$ cat config.mk
export PLATFORM = sky130hd
export DESIGN_NAME = eth_port_rx_buf
export DESIGN_NICKNAME = d
export VERILOG_FILES = /design/src/rtl/eth_port_rx_buf.sv
export SDC_FILE = /design/constraint.sdc
export NUM_CORES = 2
export LEC_CHECK = 0
export CORE_MARGIN = 1.5
export CORE_UTILIZATION = 57
export CTS_CLUSTER_DIAMETER = 120
export CTS_CLUSTER_SIZE = 8
export DETAILED_ROUTE_END_ITERATION = 10
export GPL_TIMING_DRIVEN = 0
export PLACE_DENSITY = 0.76
export SYNTH_ARGS = -nofsm -noshare
export SYNTH_HDL_FRONTEND = slang
export SYNTH_SLANG_ARGS = --single-unit
$ cat constraint.sdc
create_clock -name clk -period 5.4 [get_ports clk]
set_clock_uncertainty 0.05 [all_clocks]
set_input_delay 0.54 -clock clk [delete_from_list [all_inputs] [get_ports clk]]
set_output_delay 0.54 -clock clk [all_outputs]
set_load 0.01 [all_outputs]
$ cat src/rtl/eth_port_rx_buf.sv
// Store-and-forward ingress buffer for one switch port; only complete packets are released.
// Build option ETH_RX_STATS_EN adds saturating rxPktCount/rxDropCount outputs.
//
// state | meaning
// IDLE  | between packets, waiting for SOP
// RECV  | writing words of an accepted packet
// DROP  | discarding the remainder of an aborted packet
module eth_port_rx_buf #(
  parameter int DEPTH         = 64,
  parameter int MAX_PKT_WORDS = 16
) (
  input  logic        clk,
  input  logic        reset,
  input  logic [31:0] inData,
  input  logic        inSop,
  input  logic        inEop,
  output logic        portStall,
  output logic [31:0] outData,
  output logic        outSop,
  output logic        outEop,
  output logic        outValid,
  input  logic        outReady
`ifdef ETH_RX_STATS_EN
  ,
  output logic [15:0] rxPktCount,
  output logic [15:0] rxDropCount
`endif
);
  localparam int AW = $clog2(DEPTH);
  localparam int PW = AW + 1;
  localparam int CW = $clog2(MAX_PKT_WORDS + 1);

  typedef enum logic [1:0] {IDLE, RECV, DROP} state_t;
  state_t state, stateNext;

  logic [PW-1:0] wrPtr, wrPtrNext, pktStart, pktStartNext;
  logic [PW-1:0] commitPtr, commitPtrNext, rdPtr;
  logic [PW-1:0] wrAddr, sopBase, occupancy, freeWords;
  logic [CW-1:0] cnt, cntNext;
  logic [33:0]   mem [DEPTH];
  logic [33:0]   headWord;
  logic          wrEn, pop, fifoFull, sopFull, cntLimit;

  assign occupancy = wrPtr - rdPtr;
  assign freeWords = PW'(DEPTH) - occupancy;
  assign fifoFull  = (occupancy == PW'(DEPTH));
  assign cntLimit  = (cnt == CW'(MAX_PKT_WORDS));
  // A SOP in RECV abandons the open packet, so it restarts from pktStart.
  assign sopBase   = (state == RECV) ? pktStart : wrPtr;
  assign sopFull   = ((sopBase - rdPtr) == PW'(DEPTH));

  always_comb begin
    stateNext     = state;
    wrPtrNext     = wrPtr;
    pktStartNext  = pktStart;
    commitPtrNext = commitPtr;
    cntNext       = cnt;
    wrEn          = 1'b0;
    wrAddr        = wrPtr;
    if (inSop) begin
      if (sopFull) begin
        wrPtrNext = sopBase;
        stateNext = inEop ? IDLE : DROP;
      end else begin
        wrEn         = 1'b1;
        wrAddr       = sopBase;
        pktStartNext = sopBase;
        wrPtrNext    = sopBase + 1'b1;
        cntNext      = CW'(1);
        if (inEop) begin
          commitPtrNext = sopBase + 1'b1;
          stateNext     = IDLE;
        end else begin
          stateNext = RECV;
        end
      end
    end else if (state == RECV) begin
      if (cntLimit || fifoFull) begin
        wrPtrNext = pktStart;
        stateNext = inEop ? IDLE : DROP;
      end else begin
        wrEn      = 1'b1;
        wrPtrNext = wrPtr + 1'b1;
        cntNext   = cnt + 1'b1;
        if (inEop) begin
          commitPtrNext = wrPtr + 1'b1;
          stateNext     = IDLE;
        end
      end
    end else if (state == DROP && inEop) begin
      stateNext = IDLE;
    end
  end

  always_ff @(posedge clk) begin
    if (reset) begin
      state     <= IDLE;
      wrPtr     <= '0;
      pktStart  <= '0;
      commitPtr <= '0;
      rdPtr     <= '0;
      cnt       <= '0;
      portStall <= 1'b0;
    end else begin
      state     <= stateNext;
      wrPtr     <= wrPtrNext;
      pktStart  <= pktStartNext;
      commitPtr <= commitPtrNext;
      cnt       <= cntNext;
      if (pop) rdPtr <= rdPtr + 1'b1;
      // One word of margin absorbs the registration lag seen by the sender.
      portStall <= freeWords < PW'(MAX_PKT_WORDS + 1);
    end
  end

  always_ff @(posedge clk) begin
    if (wrEn) mem[wrAddr[AW-1:0]] <= {inSop, inEop, inData};
  end

  assign headWord = mem[rdPtr[AW-1:0]];
  assign outValid = (commitPtr != rdPtr);
  assign outData  = outValid ? headWord[31:0] : 32'h0;
  assign outSop   = outValid & headWord[33];
  assign outEop   = outValid & headWord[32];
  assign pop      = outValid & outReady;

`ifdef ETH_RX_STATS_EN
  logic pktDone, pktDrop;
  assign pktDone = (commitPtrNext != commitPtr);
  assign pktDrop = ((state == RECV) && (inSop || cntLimit || fifoFull)) || (inSop && sopFull);

  always_ff @(posedge clk) begin
    if (reset) begin
      rxPktCount  <= '0;
      rxDropCount <= '0;
    end else begin
      if (pktDone && rxPktCount != 16'hFFFF) rxPktCount <= rxPktCount + 1'b1;
      if (pktDrop && rxDropCount != 16'hFFFF) rxDropCount <= rxDropCount + 1'b1;
    end
  end
`endif
endmodule

# Yosys cells after proc, flatten, opt, wreduce, memory -nomap -nowiden
# Memories as Yosys holds them, arrays and structs flattened. A register that Yosys moved wholly into a read port is not among the register bits.
# Index checks and enable logic that the tools add are counted.
# classes
n_mux	34
n_reduce_logical	8
n_bitwise	4
n_addsub	7
n_eq_ne	9
magnitude_cmp	1
# op_table
op	count
$mux 7	11
$mux 32	1
$mux 6	4
$add 7x1->7 const B	3
$mux 5	4
$eq 7x7->1 const B	2
$mux 2	7
$sub 7x7->7	2
$lt 7x5->1 const B	1
$mux 1	7
$ne 7x7->1	1
$sub 7x7->7 const A	1
$add 5x1->5 const B	1
$eq 5x5->1 const B	1
$ne 2x2->1 const B	2
$ne 4x3->1 const B	1
$reduce_and 2->1	2
$reduce_and 4->1	1
$and 1x1->1	3
$reduce_and 3->1	1
$reduce_bool 3->1	1
$eq 2x1->1 const B	1
$eq 2x2->1 const B	1
$reduce_bool 2->1	1
other kinds (3)	3
# totals
wordCells	71
ramBits	2176
ff_bits	36
memories	1
output_inout_bits	36
# mem_list
name	depth	word_bits	read_ports	rd_clocked_by_memory_dff	write_ports	line_no	source
mem	64	34	1	1	1	40	logic [33:0] mem [DEPTH];

# Depth between registers and ports, before layout
# logic_depth
word_depth	8
mapped_depth	15

# Least setup slack after synthesis
# No wires, ideal clock.
# synth_timing
path_type	reg2reg
start	reg state[0]
end	mem mem[25][0], enable pin
setup_ps	425
path_stages_with_launch	16
path_buffers	4
arrival_time_ps	5116
path_slack_ps	-192
required_time_ps	4925
cell_sequence	dfxtp_1 -> nor2b_1 -> buf_2 -> clkbuf_1 -> nand2_1 -> o21ai_1 -> ha_1 -> nor2b_4 -> or4_1 -> a211o_1 -> o31a_1 -> buf_6 -> mux2_4 -> or2_0 -> buf_2 -> nor2_1
# synth_between
elab_chain_len	8
elab_cells_between_ends	11
cone_classes	add/sub (1); eq/ne (2); mux (8)
# synth_rtl
element	line_no	source
start, declared	34	state_t state, stateNext;
start signal, assigned	105	state <= stateNext;
$eq 2x1->1 *	49	assign sopBase = (state == RECV) ? pktStart : wrPtr;
$mux 7 *	49	
via sopBase[1]	38	logic [PW-1:0] wrAddr, sopBase, occupancy, freeWords;
$sub 7x7->7	50	assign sopFull = ((sopBase - rdPtr) == PW'(DEPTH));
$eq 7x7->1	50	
$mux 1	61	if (sopFull) begin
$mux 1	60	if (inSop) begin
$mux 1	117	if (wrEn) mem[wrAddr[AW-1:0]] <= {inSop, inEop, inData};
$mux 1 (implied by the code)	117	
end, declared	40	
# The timed path passes the listed nets; every way through them passes the cells marked *.

==> reports/metrics.cfg <==
[cells_and_area]
fin_nets = 4321
final_common_cell = edfxtp_1
final_util_pct = 68.6
area_growth_syn_to_layout_pct = 19.5
post_route_cells_drive_above_1_share_pct = 36.2
post-route-cell-area_um2 = 103000
final_cells = 6312
final_cell_mix = edfxtp_1 (2176), mux4_2 (680), clkbuf_16 (335), buf_12 (148), buf_4 (71)

[clock_tree]
cts_root_buffer = clkbuf_16
cts.sinks = 2218
cts_buffer_depth = 4
cts_tree = built
insertion_delay_ns = 0.92
clkSlewWorstSetupHoldPaths_ns = 0.06
cts_buffers = 327
cts_max_level = 5

[sta]
setup_violations = 250
worst_slack_ns = -0.199
worst_slew_pin_slew_ns = 1.42
clock.fmax_mhz = 179
fin_tns_setup_ns = -11.15
slew_headroom_pct = 5.53
period_minus_slack_ns = 5.60
rsz0062_at_grt = true
finalCritPeriodShare_pct = 104
final_max_slew_viol_count = 0
hold_viol = 0

[pwr]
power_leakage_uw = 0.0318
powerDensity_nw_per_um2 = 434
irDropWorstVdd_uv = 419

[synthesis]
yosysTopAreaCell = edfxtp_1
syn_area_um2 = 85900
ys_async_sr_fraction_pct = 0
synth-seq-cells = 2218
synth.distinct_cells = 63
synthFlopType = edfxtp_1
yosysSeqAreaShare_pct = 77.1
yosysWarnings = 0
ys_top_cells_by_area = edfxtp_1 (76%), mux4_2 (18%), mux2i_1 (1.1%), dfxtp_1 (0.98%), clkbuf_1 (0.57%)
syn_nets = 3688
yosys.area.top_type_share_pct = 76.1
synthCells = 3632
syn_area_per_cell_um2 = 23.6
synth_enable_flop_cells = 2176

[critical_path]
worst_setup_path_end_kind = output port
cp_max_fo = 10
cp_top_family = buffers and inverters
cp_num_buf_inv = 3
worstPathArrival_ns = 5.01
cp_cell_sequence = clkbuf_2 > clkbuf_1 > mux4_2 > mux2i_1 > o22ai_1 > clkdlybuf4s50_1
cp.required_ns = 4.81
path_class = register to output port
cp-start-kind = register
slowest_delay_ns = 1.04
slowest_stage = clkbuf_1

[place]
place_area_um2 = 91600
io_buffers = 72
dp.cells = 5824
globalplace.congestion = 0.912
dpl.hpwl_um = 146000

[global_route]
grt_first_pass_wirelength_um = 383000
track_usage_pct = 37.2
met1_usage_pct = 45.5
grtUsageMet3_pct = 13.0
grt_max_degree = 65
grt_busiest_layer = met2
overflow = 0
grt_use_met2_pct = 57.2
first_global_vias = 48100
antenna_found_initial = 15

[min_path]
worstHoldPathType = input port to register

[routing]
first_pass_iters = 8
drc_errors = 0
vias_per_cell = 7.51
drt-total-wl_um = 282000
vias = 47400
ant_nets = 0
wire_per_inst_um = 44.8
dr.first_iter.drc_count = 8976

[floorplan]
die-area_um2 = 153000
rows = 142
fp.dieW_um = 391
start_util_pct = 57.4
die_y_um = 391
pin_count = 73
fp.coreArea_um2 = 150000

[run]
drv_cap = 0

[run_status]
status = finished, violations left
violations = negative setup slack

==> area by class of cell <==
cell class	instances	area, µm²
diodes	6	15.0
plain buffers	189	1170
clock buffers	348	8430
clock inverters	6	83.8
fillers	8493	47000
inverters	20	75.1
multi-input cells	1204	19700
flip-flops and latches	2218	66200
well taps	2016	2520
repair buffers	305	4480
==> logic make-up after synthesis <==
kind of cell,count (synthesis),share of synthesized area [%]
flip-flops,2218,77.1
multiplexers,781,19.0
AND/OR/NAND/NOR,245,1.33
buffers and inverters,210,0.944
AO/OA/AOI/OAI,131,1.04
XOR/XNOR,28,0.294
adder cells (fa/ha/maj),19,0.286
==> per-layer routing <==
layer / vias up / part of all wire [%]
met5: - / 0.041
met4: 18 / 7.7
met3: 1227 / 15
met2: 5284 / 46
met1: 24100 / 30
li1: 16700 / -
==> registers in the layout (all words and copies together) (netlist names), named ones only <==
name	count
mem	2176
commitPtr	7
pktStart	7
rdPtr	7
wrPtr	7
cnt	5
state	2
portStall	1
==> repair_timing <==
action                      CTS  global route
setup endpoints to repair  2204          1469
cloned                        0             0
hold endpoints to repair    236             0
pin swaps                    50            13
setup buffers                83            27
hold buffers                 19             0
gates resized for setup     326            78
==> stage by stage <==
| stage | worst slack [ns] | power (µW) | hold slack (ns) |
|---|---|---|---|
| floorplan | -0.192 | 23400 | 0.409 |
| global placement | -3.49 | 25700 | 0.436 |
| detailed placement | -1.19 | 25800 | 0.429 |
| CTS | -0.108 | 43900 | 0.0253 |
| global route | -0.157 | 45100 | 0.0629 |
| finish | -0.199 | 44500 | 0.0525 |
==> worst paths after layout <==
path              cells after the start  startpoint     endpoint  slack, ns
setup / recovery                      6    register  outData[29]      -0.20
setup reg to reg                     17    state[0]   mem[8][11]      -0.10
hold reg to reg                       2      cnt[4]       cnt[4]       0.44
hold / removal                        2  inData[23]   mem[6][23]       0.05
==> report_power, final <==
| group | leakage, µW | switching (µW) | internal (µW) | total, µW |
|---|---|---|---|---|
| clock network | 0.00418 | 7260 | 10900 | 18200 |
| registers | 0.0199 | 102 | 19200 | 19300 |
| logic | 0.00765 | 4060 | 3040 | 7100 |
| total | 0.0318 | 11400 | 33100 | 44500 |
==> worst register-to-register path, cell delays in order (launching register included) <==
cell and delay (ns):
dfxtp_1 0.32, nor2b_1 0.24, clkbuf_4 0.32, clkbuf_4 0.28, mux2i_4 0.41, inv_1 0.22
ha_1 0.37, a211oi_1 0.30, xnor2_1 0.17, xnor2_2 0.33, o31a_1 0.21, buf_6 0.16
clkbuf_4 0.34, mux2i_2 0.52, nand2_1 0.32, nor2_4 0.22, buf_12 0.16, buf_12 0.21
==> Yosys cell counts (all sizes together) (4+ instances only) <==
| master | instances |
|---|---|
| xor2 | 8 |
| a211oi | 17 |
| nor3b | 7 |
| or3 | 4 |
| nand2 | 43 |
| nand4 | 4 |
| nand3 | 11 |
| a21oi | 21 |
| nor2b | 11 |
| a211o | 4 |
| o22ai | 35 |
| ha | 18 |
| xnor2 | 20 |
| and3 | 7 |
| dfxtp | 42 |
| inv | 19 |
| nand2b | 12 |
| mux4 | 680 |
| o21a | 4 |
| clkbuf | 131 |
| nor3 | 9 |
| and2 | 5 |
| nor2 | 121 |
| or2 | 4 |
| mux2 | 5 |
| edfxtp | 2176 |
| buf | 59 |
| mux2i | 96 |
| o21ai | 23 |
Power figures use the tool's default switching activity.
